--- src/rtl/mult_chk_pkg.sv ---
// Shared types and size helpers for the exhaustive multiplier scorer.
// Used by mult_exhaustive_scorer and mult_chk_ref_model.
package mult_chk_pkg;

   // Scorer sweep states
   typedef enum logic [1:0] {
      IDLE   = 2'd0,
      DRIVE  = 2'd1,
      SAMPLE = 2'd2,
      DONE   = 2'd3
   } state_e;

   // Default operand width and settle time of the candidate
   localparam int DEFAULT_W      = 2;
   localparam int DEFAULT_SETTLE = 1;

   // Number of operand pairs in a full sweep
   function automatic int num_vec(input int w);
      return 1 << (2 * w);
   endfunction

   // Product / vector index width
   function automatic int prod_width(input int w);
      return 2 * w;
   endfunction

   // Counter width: one extra bit so a full sweep count of N fits
   function automatic int cnt_width(input int w);
      return 2 * w + 1;
   endfunction

endpackage

--- src/rtl/mult_chk_ref_model.sv ---
// Golden combinational multiplier: full-width exact product of a and b.
// Also reused as the reference model by other benches.
module mult_chk_ref_model
   import mult_chk_pkg::*;
#(
   parameter int W = DEFAULT_W
) (
   input  logic [W-1:0]   a,
   input  logic [W-1:0]   b,
   output logic [2*W-1:0] p
);

   logic [2*W-1:0] a_ext;
   logic [2*W-1:0] b_ext;

   // Widen before multiplying so no product bits are lost
   always_comb begin
      a_ext = {{W{1'b0}}, a};
      b_ext = {{W{1'b0}}, b};
      p     = a_ext * b_ext;
   end

endmodule

--- src/rtl/mult_exhaustive_scorer.sv ---
// Exhaustive scorer for a combinational multiplier candidate.
// Sweeps every {A,B} pair, holds it SETTLE cycles, samples the candidate
// product and tallies pass/error counts plus the first failing vector.
// Optional feature: define MULT_FAIL_MAP_EN to add the per-vector
// mismatch bitmap output fail_map.
module mult_exhaustive_scorer
   import mult_chk_pkg::*;
#(
   parameter int W      = DEFAULT_W,
   parameter int SETTLE = DEFAULT_SETTLE
) (
   input  logic                 clk,
   input  logic                 rst_n,
   input  logic                 start,
   output logic                 busy,
   output logic                 done,
   output logic [W-1:0]         mul_a,
   output logic [W-1:0]         mul_b,
   input  logic [2*W-1:0]       mul_p,
   output logic [2*W:0]         pass_cnt,
   output logic [2*W:0]         err_cnt,
   output logic [2*W-1:0]       first_fail,
   output logic                 fail_seen
`ifdef MULT_FAIL_MAP_EN
   ,
   output logic [2**(2*W)-1:0]  fail_map
`endif
);

   localparam int IW = prod_width(W);
   localparam int CW = cnt_width(W);
   localparam int N  = num_vec(W);
   localparam int WW = (SETTLE > 1) ? $clog2(SETTLE) : 1;

   localparam logic [IW-1:0] LAST_IDX = {IW{1'b1}};
   localparam logic [WW-1:0] WAIT_END = WW'(SETTLE - 1);

   state_e        state_q, state_d;
   logic [IW-1:0] idx_q, idx_d;
   logic [WW-1:0] wait_q, wait_d;
   logic [CW-1:0] pass_q, pass_d;
   logic [CW-1:0] err_q, err_d;
   logic [IW-1:0] ff_q, ff_d;
   logic          fs_q, fs_d;
   logic          busy_q, busy_d;
   logic          done_q, done_d;
`ifdef MULT_FAIL_MAP_EN
   logic [N-1:0]  map_q, map_d;
`endif

   logic [IW-1:0] exact_p;
   logic          match;

   mult_chk_ref_model #(.W(W)) u_ref (
      .a (idx_q[IW-1:W]),
      .b (idx_q[W-1:0]),
      .p (exact_p)
   );

   // Candidate agrees with the exact product for the current vector
   always_comb begin
      match = (mul_p == exact_p);
   end

   // Next-state logic of the sweep FSM and its counters
   always_comb begin
      state_d = state_q;
      idx_d   = idx_q;
      wait_d  = wait_q;
      pass_d  = pass_q;
      err_d   = err_q;
      ff_d    = ff_q;
      fs_d    = fs_q;
      busy_d  = busy_q;
      done_d  = done_q;
`ifdef MULT_FAIL_MAP_EN
      map_d   = map_q;
`endif
      case (state_q)
         IDLE, DONE: begin
            // start is only honoured here; while busy it is ignored
            if (start) begin
               state_d = DRIVE;
               idx_d   = '0;
               wait_d  = '0;
               pass_d  = '0;
               err_d   = '0;
               ff_d    = '0;
               fs_d    = 1'b0;
               busy_d  = 1'b1;
               done_d  = 1'b0;
`ifdef MULT_FAIL_MAP_EN
               map_d   = '0;
`endif
            end
         end
         DRIVE: begin
            if (wait_q == WAIT_END) begin
               wait_d  = '0;
               state_d = SAMPLE;
            end else begin
               wait_d  = wait_q + WW'(1);
            end
         end
         SAMPLE: begin
            if (match) begin
               pass_d = pass_q + CW'(1);
            end else begin
               err_d = err_q + CW'(1);
               if (!fs_q) begin
                  ff_d = idx_q;
                  fs_d = 1'b1;
               end
`ifdef MULT_FAIL_MAP_EN
               map_d[idx_q] = 1'b1;
`endif
            end
            // Last vector: hold it on the operand outputs through DONE
            if (idx_q == LAST_IDX) begin
               state_d = DONE;
               busy_d  = 1'b0;
               done_d  = 1'b1;
            end else begin
               idx_d   = idx_q + IW'(1);
               state_d = DRIVE;
            end
         end
         default: begin
            state_d = IDLE;
         end
      endcase
   end

   // State register; reset wipes any partial sweep
   always_ff @(posedge clk) begin
      if (!rst_n) begin
         state_q <= IDLE;
         idx_q   <= '0;
         wait_q  <= '0;
         pass_q  <= '0;
         err_q   <= '0;
         ff_q    <= '0;
         fs_q    <= 1'b0;
         busy_q  <= 1'b0;
         done_q  <= 1'b0;
`ifdef MULT_FAIL_MAP_EN
         map_q   <= '0;
`endif
      end else begin
         state_q <= state_d;
         idx_q   <= idx_d;
         wait_q  <= wait_d;
         pass_q  <= pass_d;
         err_q   <= err_d;
         ff_q    <= ff_d;
         fs_q    <= fs_d;
         busy_q  <= busy_d;
         done_q  <= done_d;
`ifdef MULT_FAIL_MAP_EN
         map_q   <= map_d;
`endif
      end
   end

   // All outputs come straight from registers
   always_comb begin
      busy       = busy_q;
      done       = done_q;
      mul_a      = idx_q[IW-1:W];
      mul_b      = idx_q[W-1:0];
      pass_cnt   = pass_q;
      err_cnt    = err_q;
      first_fail = ff_q;
      fail_seen  = fs_q;
`ifdef MULT_FAIL_MAP_EN
      fail_map   = map_q;
`endif
   end

endmodule
--- config.mk ---
export PLATFORM = sky130hd
export DESIGN_NAME = mult_exhaustive_scorer
export DESIGN_NICKNAME = d
export VERILOG_FILES = /design/src/rtl/mult_chk_pkg.sv /design/src/rtl/mult_chk_ref_model.sv /design/src/rtl/mult_exhaustive_scorer.sv
export SDC_FILE = /design/constraint.sdc
export NUM_CORES = 1
export LEC_CHECK = 0
export CAP_MARGIN = 5
export CORE_MARGIN = 5
export CORE_UTILIZATION = 45
export CTS_CLUSTER_SIZE = 10
export DETAILED_ROUTE_END_ITERATION = 6
export PLACE_DENSITY = 0.75
export SYNTH_ARGS = -nofsm -noshare
export SYNTH_HDL_FRONTEND = slang
export SYNTH_SLANG_ARGS = --single-unit
--- constraint.sdc ---
create_clock -name clk -period 2.1 [get_ports clk]
set_input_delay 0.42 -clock clk [delete_from_list [all_inputs] [get_ports clk]]
set_output_delay 0.42 -clock clk [all_outputs]
set_load 0.01 [all_outputs]
Yosys cells after proc, flatten, opt, wreduce, memory -nomap -nowiden
Index checks and enable logic that the tools add are counted.
{"block": "op_classes", "n_eq_ne": 12, "reduce_logical": 11, "mux": 25, "multipliers": 1, "addsub": 4}
{"operator": "case mux 5 bit (2 select lines)", "count": 2}
{"operator": "two-way mux 4 bit", "count": 4}
{"operator": "case mux 4 bit (2 select lines)", "count": 2}
{"operator": "two-way mux 5 bit", "count": 3}
{"operator": "!= test 2 bit, second input constant", "count": 7}
{"operator": "AND reduction 3 bit", "count": 4}
{"operator": "adder 5 x 1 -> 5 bit, second input constant", "count": 2}
{"operator": "case mux 1 bit (2 select lines)", "count": 4}
{"operator": "two-way mux 1 bit", "count": 6}
{"operator": "two-way mux 2 bit", "count": 3}
{"operator": "case mux 2 bit (3 select lines)", "count": 1}
{"operator": "adder 4 x 1 -> 4 bit, second input constant", "count": 1}
{"operator": "== test 2 bit, second input constant", "count": 2}
{"operator": "== test 4 bit", "count": 1}
{"operator": "== test 4 bit, second input constant", "count": 1}
{"operator": "multiplier 2 x 2 -> 4 bit", "count": 1}
{"operator": "AND reduction 2 bit", "count": 2}
{"operator": "AND reduction 4 bit", "count": 1}
{"operator": "nonzero test 2 bit", "count": 2}
{"operator": "== test 2 x 1 -> 1 bit, second input constant", "count": 1}
{"operator": "logical NOT 2 bit", "count": 1}
{"operator": "OR reduction 2 bit", "count": 1}
{"operator": "adder 1 bit, second input constant", "count": 1}
{"block": "totals", "register_bits": 24, "input_bits": 7}

Depth between registers and ports, before layout
{"block": "depth", "word_depth": 4, "ltp_mapped": 8}

By module
Synthesis repeated with hierarchy kept, for this count alone.
{"block": "unflattened", "hier_cells": 162, "hier_area_um2": 1298.7}
{"module": "mult_exhaustive_scorer", "area_per_inst_um2": 1248.7, "seq_area_each_um2": 460.4, "cells_each": 156, "instances": 1}
{"module": "mult_chk_ref_model", "area_per_inst_um2": 50.0, "seq_area_each_um2": 0.0, "cells_each": 6, "instances": 1}

Worst setup path after synthesis
OpenSTA, ideal clock, no wires.
{"block": "synth_timing", "kind": "reg2reg", "from": "register idx_q[2]", "to": "register pass_q[3], in the netlist pass_cnt[3]", "arrival_time_ns": 2.023, "path_slack_ns": 0.014, "synth_period_minus_slack_ns": 2.086, "required_ns": 2.037, "setup_ns": 0.063, "n_path_buf": 0, "stages_incl_launch_ff": 8, "cell_sequence": "dfxtp_1 > and2_2 > ha_1 > ha_1 > xnor2_2 > o2111ai_2 > or4_1 > nand3_1"}
{"block": "synth_via", "elab_chain_len": 4}
{"element": "from (decl)", "line_no": "mult_exhaustive_scorer.sv:39", "text": "logic [IW-1:0] idx_q, idx_d;"}
{"element": "from (signal assigned)", "line_no": "mult_exhaustive_scorer.sv:151", "text": "idx_q <= idx_d;"}
{"element": "multiplier 2 x 2 -> 4 bit", "line_no": "mult_chk_ref_model.sv:20", "text": "p = a_ext * b_ext;"}
{"element": "== test 4 bit", "line_no": "mult_exhaustive_scorer.sv:62", "text": "match = (mul_p == exact_p);"}
{"element": "!= test 2 bit (no source line)"}
{"element": "AND reduction 3 bit (no source line)"}
{"element": "to (signal assigned)", "line_no": "mult_exhaustive_scorer.sv:153", "text": "pass_q <= pass_d;"}
{"element": "to (decl)", "line_no": "mult_exhaustive_scorer.sv:41", "text": "logic [CW-1:0] pass_q, pass_d;"}
Every way passes these cells.
A chain may end at the register's enable or synchronous reset.

Worst setup path in the final report
{"block": "layout_timing", "from": "register idx_q[2]", "to": "register err_q[4], in the netlist err_cnt[4]"}
{"block": "layout_via", "elab_chain_len": 4}
{"element": "multiplier 2 x 2 -> 4 bit", "line_no": "mult_chk_ref_model.sv:20"}
{"element": "== test 4 bit", "line_no": "mult_exhaustive_scorer.sv:62"}
{"element": "!= test 2 bit (no source line)"}
{"element": "AND reduction 3 bit (no source line)"}
{"element": "to (signal assigned)", "line_no": "mult_exhaustive_scorer.sv:154", "text": "err_q <= err_d;"}
{"element": "to (decl)", "line_no": "mult_exhaustive_scorer.sv:42", "text": "logic [CW-1:0] err_q, err_d;"}
Every way passes these cells.

==> run_results.csv <==
group,metric,value,unit
worst_setup_path,cp_slowest_cell,"o2111a_1",
placed_design,post-dp-hpwl,2514,microns
cells_and_area,layout_commonest_cell,"clkdlybuf4s50_1",
clock_network,postCtsSetupBuffers,0,
pwr,p_int,0.0008186,W
pwr,irDropWorstVdd,831.2,uV
route,antenna_left,0,
route,drt_iter0_drc,53,
worst_setup_path,worstPathRequired,2.32,ns
route,dr.pass1.iters,4,
pwr,total_power,0.001348,W
logic_synthesis,synth-async-reset-ratio,0,%
logic_synthesis,seq_area_frac_synth,35.59,%
hold_path,hp-class,"reg2reg",
worst_setup_path,path_buf_inv,0,
pwr,swShare,39.27,%
grt,track_usage,17.50,%
clock_network,cts_hold_buf,0,
clock_network,cts_buffers,3,
timing,tns,0,ns
logic_synthesis,yosysUniqueCellTypes,42,
worst_setup_path,worstSetupPathType,"reg2reg",
pwr,clkPwrFrac,15.6,%
route,wirelength,3268,microns
logic_synthesis,ys_ff_latch,23,
timing,slew_headroom,65.20,%
timing,min_period_over_period,96.26,%
timing,holdWs,0.4787,ns
grt,grt_pass1_vias,1281,
pwr,p_per_area,770.0,nW/um^2
logic_synthesis,syn-num-nets,159,
pwr,comb_power_share,46.8,%
clock_network,htreeDepth,1,
worst_setup_path,crit_arrival,2.25,ns
pwr,leakage,0.6325,nW
floorplanning,dieArea,4048,sq um
route,vias,1243,
grt,gr-total-overflow,0,
cells_and_area,final_cells,215,
logic_synthesis,synthFlopType,"dfxtp_1",
floorplanning,initial_core_util,46.91,%
cells_and_area,layout_common_cells,"clkdlybuf4s50_1, dfxtp_1, buf_4",
pwr,p_seq_share,37.7,%
clock_network,root_buffer,"clkbuf_4",
route,post_drt_via_cell_ratio,5.781,
clock_network,insertion_delay,0.32,ns
worst_setup_path,cp_top_family,"compound AO/OA/AOI/OAI gates",
logic_synthesis,avgSynthCellArea,8.984,sq um
logic_synthesis,syn-cell-area,1294,sq um
worst_setup_path,end_kind,"register",
floorplanning,std_cell_rows,19,
worst_setup_path,start_kind,"register",
route,drc,0,
grt,antenna_found_initial,0,
timing,fin_crit,2.021,ns
cells_and_area,layout-drive-gt1-share,16.85,%
cells_and_area,area.growth.synth_to_final,35.30,%
timing,clock_skew,0.005684,ns
floorplanning,die_w,63.62,microns
timing,max_freq,0.4947,GHz
pwr,p_sw,0.0005293,W
logic_synthesis,synth_cells,144,
clock_network,cts_tree,"built",
route,routedWlPerCell,15.20,microns
worst_setup_path,cp_slowest_stage_delay,0.40,ns
logic_synthesis,yosysWarnings,0,
timing,drv_slew,0,
placed_design,gp_congestion,0.8190,
outcome,status,"finished clean",
logic_synthesis,synth-edff-count,0,
grt,grt_pass1_wl,5796,microns
clock_network,cts_sinks,23,
timing,worst_pin_slew,0.5220,ns
clock_network,clkTransAtPathRegs,0.13,ns
placed_design,portBuffers,27,
grt,grt_max_degree,20,
cells_and_area,fillCellCount,243,
timing,setup_violations,0,
worst_setup_path,worstPathMaxFanout,5,
placed_design,place_inst,211,
cells_and_area,nNetsFinal,200,
floorplanning,core-area,2758,sq um
floorplanning,die_height,63.62,microns
flow_run,maxCapViolations,0,
floorplanning,io_pins,28,
clock_network,clk_path_buf_depth,2,
timing,hold_viol,0,
cells_and_area,insertedDiodeCount,0,
worst_setup_path,crit_chain,"and2_2 -> ha_1 -> ha_4 -> xnor2_4 -> o2111a_1 -> nor4b_2 -> a311o_1",
==> final cells by class <==
type | count | area [sq um] | area share (%)
tap | 31 | 38.79 | 2.216
clock buffer | 4 | 26.28 | 1.501
sequential | 23 | 460.4 | 26.30
multi-input combinational | 111 | 827.0 | 47.25
inverter | 4 | 15.01 | 0.8578
timing repair buffer | 42 | 382.9 | 21.87
==> routing by layer <==
metal	track usage, %	part of all wire (%)	vias to the layer above	wire (microns)
met5	0	0	-	0
met4	5.714	1.0	0	34
met3	3.197	5.4	5	177
met2	29.95	51	40	1653
met1	21.85	43	571	1402
li1	-	-	627	-
==> flip-flops by register name, indices dropped and copies added, names as in the netlist <==
name,count
fail_seen,1
busy,1
err_cnt,5
first_fail,4
pass_cnt,5
state_q,2
done,1
idx_q,4
==> stage by stage <==
step / setup slack, ns / cell area [sq um] / utilization (%)
2_1_floorplan: 0.01436 / 1294 / -
3_3_place_gp: 0.04610 / 1674 / 60.71
3_5_place_dp: -0.01277 / 1674 / 60.71
4_1_cts: 0.05758 / 1717 / 62.25
5_1_grt: -0.001412 / 1750 / 63.48
6_report: 0.07855 / 1750 / 63.48
==> power by group through the flow <==
stage / logic (W) / clock network, W / registers (W)
2_1_floorplan: 0.000424 / 0 / 0.000527
3_3_place_gp: 0.000598 / 0 / 0.000514
3_5_place_dp: 0.000619 / 0 / 0.000518
4_1_cts: 0.000629 / 0.000214 / 0.000507
5_1_grt: 0.000707 / 0.000241 / 0.000518
6_report: 0.000630 / 0.000210 / 0.000508
==> cells in the mapped netlist (2+ instances only) <==
cell,n,area (sq um)
dfxtp_1,23,460.4
a21oi_1,14,70.07
nand3_1,14,70.07
nand2_1,9,33.78
ha_1,8,100.1
nor2_1,7,26.28
o21ai_0,7,35.03
a32o_1,4,40.04
or3_1,4,25.02
clkbuf_1,3,11.26
nand3b_1,3,22.52
nor3_1,3,15.01
o2111ai_1,3,26.28
xnor2_2,3,48.80
a211o_1,2,17.52
and2_1,2,12.51
and3_1,2,12.51
buf_6,2,22.52
inv_1,2,7.510
inv_2,2,7.510
nand2b_1,2,12.51
o211ai_1,2,15.01
o21ai_1,2,10.01
o22ai_1,2,12.51
or4_1,2,15.01
==> worst paths after layout <==
kind | cells after the start | start | slack (ns) | endpoint
max | 7 | idx_q[2]$_SDFFE_PN0P_ | 0.08 | err_cnt[4]$_SDFFE_PN0P_
min | 1 | first_fail[0]$_SDFFE_PN0P_ | 0.48 | first_fail[0]$_SDFFE_PN0P_
min reg2reg | 1 | first_fail[0]$_SDFFE_PN0P_ | 0.48 | first_fail[0]$_SDFFE_PN0P_
max reg2reg | 7 | idx_q[2]$_SDFFE_PN0P_ | 0.08 | err_cnt[4]$_SDFFE_PN0P_
==> worst reg2reg max path, cell delays in order (launching register included) <==
cell	delay (ns)
dfxtp_1	0.33
and2_2	0.19
ha_1	0.22
ha_4	0.30
xnor2_4	0.13
o2111a_1	0.40
nor4b_2	0.09
a311o_1	0.28
==> cell families (layout without fill, tap and decap cells) <==
| group | count (synthesis) | after routing | share of synthesized area [%] |
|---|---|---|---|
| adders and majority gates | 8 | 8 | 7.737 |
| DFF | 23 | 23 | 35.59 |
| buffers and inverters | 10 | 50 | 4.352 |
| muxes | 1 | 1 | 0.8703 |
| xor gates and xnor gates | 3 | 3 | 3.772 |
| and+or+nand+nor | 54 | 54 | 23.60 |
| AOI/OAI and AO/OA | 45 | 45 | 24.08 |
==> what timing repair did <==
item,4_1_cts,5_1_grt
endpoints found under the hold margin,0,0
resized for setup,2,3
setup endpoints to repair,7,3
pin swaps,2,1
Power figures use the tool's default switching activity.
